File: config.mk
export PLATFORM = sky130hd
export DESIGN_NAME = except_ctrl
export DESIGN_NICKNAME = d
export VERILOG_FILES = /design/src/rtl/except_ctrl.sv
export SDC_FILE = /design/constraint.sdc
export NUM_CORES = 1
export LEC_CHECK = 0
export CAP_MARGIN = 20
export CORE_AREA = 2 2 121 123
export DETAILED_ROUTE_END_ITERATION = 8
export DIE_AREA = 0 0 123 125
export PLACE_DENSITY = 0.83
export REMOVE_ABC_BUFFERS = 1
export SKIP_CTS_REPAIR_TIMING = 1
export SYNTH_ARGS = -nofsm -noshare
export SYNTH_HDL_FRONTEND = slang
export SYNTH_SLANG_ARGS = --single-unit
export TNS_END_PERCENT = 100
File: constraint.sdc
create_clock -name clk -period 3.75 [get_ports clk]
set_clock_uncertainty 0.1 [all_clocks]
set_input_delay 0.5625 -clock clk [delete_from_list [all_inputs] [get_ports clk]]
set_output_delay 0.5625 -clock clk [all_outputs]
set_load 0.01 [all_outputs]
File: src/rtl/except_ctrl.sv
// Exception/interrupt controller between MEM and cp0_reg: picks one cause by
// fixed priority, presents the cp0 update for one cycle, then sequences flush and redirect.
module except_ctrl #(
    parameter logic [31:0] EXC_VECTOR   = 32'hBFC00380,
    parameter int          FLUSH_CYCLES = 2
) (
    input  logic        clk,
    input  logic        rst,
    input  logic        mem_valid_i,
    input  logic        mem_stall_i,
    input  logic [8:0]  exc_flags_i,
    input  logic [31:0] mem_pc_i,
    input  logic [31:0] mem_addr_i,
    input  logic        in_delayslot_i,
    input  logic [31:0] status_i,
    input  logic [31:0] cause_i,
    input  logic [31:0] epc_i,
    output logic [31:0] excepttype_o,
    output logic [31:0] exc_pc_o,
    output logic [31:0] bad_vaddr_o,
    output logic        exc_delayslot_o,
    output logic        flush_o,
    output logic        redirect_valid_o,
    output logic [31:0] redirect_pc_o,
    input  logic        redirect_ready_i,
    output logic        busy_o,
    output logic [1:0]  state_dbg
);

    localparam logic [1:0] S_IDLE     = 2'd0;
    localparam logic [1:0] S_FLUSH    = 2'd1;
    localparam logic [1:0] S_REDIRECT = 2'd2;

    logic [1:0]  state;
    logic [2:0]  cnt;
    logic [31:0] target;
    logic        int_pend;
    logic        take;
    logic [31:0] code;
    logic [31:0] bva;

    assign int_pend = (|(cause_i[15:8] & status_i[15:8])) & status_i[0] & ~status_i[1];
    assign take     = mem_valid_i & ~mem_stall_i & (state == S_IDLE) & (int_pend | (|exc_flags_i));

    // Flag bits are already laid out in priority order, bit0 highest after the interrupt.
    always_comb begin
        code = 32'd0;
        bva  = 32'd0;
        if (int_pend)            code = 32'd1;
        else if (exc_flags_i[0]) begin code = 32'd4; bva = mem_pc_i; end
        else if (exc_flags_i[1]) code = 32'd10;
        else if (exc_flags_i[2]) code = 32'd12;
        else if (exc_flags_i[3]) code = 32'd13;
        else if (exc_flags_i[4]) code = 32'd8;
        else if (exc_flags_i[5]) code = 32'd9;
        else if (exc_flags_i[6]) begin code = 32'd4; bva = mem_addr_i; end
        else if (exc_flags_i[7]) begin code = 32'd5; bva = mem_addr_i; end
        else if (exc_flags_i[8]) code = 32'd14;
    end

    always_ff @(posedge clk or posedge rst) begin
        if (rst) begin
            excepttype_o    <= 32'd0;
            exc_pc_o        <= 32'd0;
            bad_vaddr_o     <= 32'd0;
            exc_delayslot_o <= 1'b0;
        end else if (take) begin
            excepttype_o    <= code;
            exc_pc_o        <= mem_pc_i;
            bad_vaddr_o     <= bva;
            exc_delayslot_o <= in_delayslot_i;
        end else begin
            excepttype_o    <= 32'd0;
            exc_pc_o        <= 32'd0;
            bad_vaddr_o     <= 32'd0;
            exc_delayslot_o <= 1'b0;
        end
    end

    always_ff @(posedge clk or posedge rst) begin
        if (rst) begin
            state  <= S_IDLE;
            cnt    <= 3'd0;
            target <= 32'd0;
        end else begin
            case (state)
                S_IDLE: begin
                    if (take) begin
                        state  <= S_FLUSH;
                        cnt    <= 3'(FLUSH_CYCLES);
                        target <= (code == 32'd14) ? epc_i : EXC_VECTOR;
                    end
                end
                S_FLUSH: begin
                    if (cnt <= 3'd1) state <= S_REDIRECT;
                    else             cnt   <= cnt - 3'd1;
                end
                S_REDIRECT: begin
                    if (redirect_ready_i) state <= S_IDLE;
                end
                default: state <= S_IDLE;
            endcase
        end
    end

    // Redirect handshake: valid/pc stay stable until the cycle ready is seen high.
    assign flush_o          = (state == S_FLUSH);
    assign redirect_valid_o = (state == S_REDIRECT);
    assign redirect_pc_o    = (state == S_REDIRECT) ? target : 32'd0;
    assign busy_o           = (state != S_IDLE);
    assign state_dbg        = state;

endmodule

==> flow_summary.ini <==
[place]
place.port_buffers = 234
hpwl_um = 10080
placed_cells = 822
gp_congestion = 0.8722

[global_route]
antenna_found_initial = 0
grt_overflow_total = 0
grt_max_degree = 59
grt_pass1_vias = 4188
grt_pass1_wl_um = 21450
track_usage_pct = 17.98

[timing]
worst_pin_slew_ps = 746.0
hold_slack_ps = 385.0
maxSlewViolCount = 0
setup_viol = 0
rsz0062_at_grt = no
relSlewSlack_pct = 50.15
fin_crit_ps = 2720
finalCritPeriodShare_pct = 72.54
finalHoldViolations = 0
fmax_mhz = 367.6
finalSetupTns_ps = 0

[floorplanning]
core_um2 = 14200
rows = 44
die_area_um2 = 15380
die_w_um = 123
top_level_ports = 309
initial_core_util_pct = 33.71
die_y_um = 125

[clock_tree]
htreeDepth = 3
cts.sinks = 106
clk_pin_slew_ps = 70
clock_latency_ps = 350
cts.root.buffer_cell = clkbuf_16
cts_buffers = 9
cts.path.max_buffers = 2
cts_tree = yes

[setup_path]
start_kind = flip-flop
path_cells = nor2b_1, buf_4, inv_1, nor2_1, clkdlybuf4s50_1
cp.arrival_ps = 2060
critPathRequiredTime_ps = 3090
critical-path-slowest-cell = clkdlybuf4s50_1
reg2reg_from = state_dbg[1]$_DFFE_PP0P_
endpoint_kind = primary output
worst-setup-path-type = flip-flop to primary output
critPathLaunch = state_dbg[0]$_DFFE_PP0P_
slowest_delay_ps = 550
worstPathMaxFanout = 22
ff2ff_setup_slack_ps = 1580

[power]
p_leak_nw = 3.230
power_density_nw_per_um2 = 428.7
peakVddDrop_v = 0.0001971

[logic_synthesis]
synth_ff_type = dfrtp_1
ys_warn_count = 0
synth_cells = 427
synth_seq_cells = 106
synth_edf_count = 0
yosysUniqueCellTypes = 42
synthArstFlopShare_pct = 100.0
ys_seq_area_share_pct = 55.40
netlist_area_um2 = 4788
avgSynthCellArea_um2 = 11.21

[outcome]
outcome = completed

[drt]
wl_per_cell_um = 16.39
firstDrtPassIters = 5
wl_um = 13750
antenna_left = 0
first_iter_violations = 113
vias = 4062
viasPerCell = 4.841
drc = 0

[layout]
diodes = 0
drive_above_1_share_pct = 10.69
final_cells = 839
layout_commonest_cell = clkdlybuf4s50_1
mostFrequentLayoutCells = clkdlybuf4s50_1, dfrtp_1, and2_1, a22oi_1, nor2_1
syn2layout_area_growth_pct = 56.13
final_nets = 827
num-fill-cells = 1233

[run]
timing.max_cap.violations = 0

[hold_path]
hold_start = target[20]$_DFFE_PP0P_
holdCritPathClass = flip-flop to flip-flop
[where the power goes]
group	leakage, nW	total (mW)	internal [mW]	switching, mW
sequential	1.40	1.34	1.28	0.0617
clock	0.151	0.976	0.530	0.445
combinational	1.68	0.885	0.469	0.415
total	3.23	3.20	2.28	0.922
[routing by layer]
| layer | global-route usage [%] | share of wire [%] | vias up |
|---|---|---|---|
| met5 | 0 | 0 | - |
| met2 | 31.13 | 50 | 213 |
| met4 | 7.219 | 2.5 | 0 |
| li1 | - | - | 1844 |
| met1 | 19.75 | 37 | 1982 |
| met3 | 6.615 | 10 | 23 |
[worst max-delay path: cells and delay by family, from the launching register on]
family,cells,cell delay (ps)
DFF,1,410
and+or+nand+nor,2,280
buffers and inverters,3,1020
[final cells by class]
| cell class | instances | area [um2] | area share, % |
|---|---|---|---|
| Clock inverter | 7 | 82.58 | 1.105 |
| Sequential cell | 106 | 2653 | 35.48 |
| Timing Repair Buffer | 243 | 2437 | 32.60 |
| Inverter | 20 | 77.57 | 1.038 |
| Clock buffer | 9 | 225.2 | 3.013 |
| Multi-Input combinational cell | 270 | 1770 | 23.68 |
| Tap cell | 184 | 230.2 | 3.080 |
[sequential cells by signal, indices dropped and copies added, names as in the netlist]
register and cells:
target 32, exc_delayslot_o 1, cnt 3, excepttype_o 4
state_dbg 2, exc_pc_o 32, bad_vaddr_o 32
[synth_stat cells (all sizes together) (3+ instances only)]
| master | n | area share (%) |
|---|---|---|
| dfrtp | 106 | 55 |
| nor2 | 62 | 6.6 |
| and2 | 53 | 6.9 |
| buf | 48 | 7.3 |
| a22oi | 36 | 6.0 |
| nor2b | 21 | 2.7 |
| a32o | 20 | 4.2 |
| inv | 20 | 1.6 |
| a32oi | 12 | 2.2 |
| clkbuf | 10 | 0.99 |
| nor3 | 4 | 0.42 |
| a21oi | 3 | 0.31 |
| nand2b | 3 | 0.39 |
| o21ai | 3 | 0.31 |
[worst paths after layout]
path	to	depth (start not counted)
setup / recovery	redirect_pc_o[28]	5
hold / removal	target[20]$_DFFE_PP0P_	1
setup reg to reg	bad_vaddr_o[24]$_DFF_PP0_	5
hold reg to reg	target[20]$_DFFE_PP0P_	1
max in group asynchronous	target[19]$_DFFE_PP0P_	3
min in group asynchronous	bad_vaddr_o[18]$_DFF_PP0_	2
[cell families (layout without fill, tap and decap cells)]
logic type	after synthesis	after routing	synth area share (%)
AOI/OAI and AO/OA	84	84	14.87
DFF	106	106	55.40
adders and majority gates	2	2	0.5225
and+or+nand+nor	156	156	19.28
other	1	28	0.07832
buffers and inverters	78	279	9.851
[per-stage QoR]
stage | utilization [%] | total power [mW] | instance area, um2 | setup slack [ps]
2_1_floorplan | - | 1.740 | 4493 | 298.6
6_report | 52.63 | 3.205 | 7476 | 1030
4_1_cts | 52.44 | 3.242 | 7448 | 1001
5_1_grt | 52.63 | 3.374 | 7476 | 850.3
3_3_place_gp | 50.27 | 2.217 | 7141 | 881.1
3_5_place_dp | 50.27 | 2.246 | 7141 | 750.6
No activity file was read; power rests on OpenSTA's default activity.
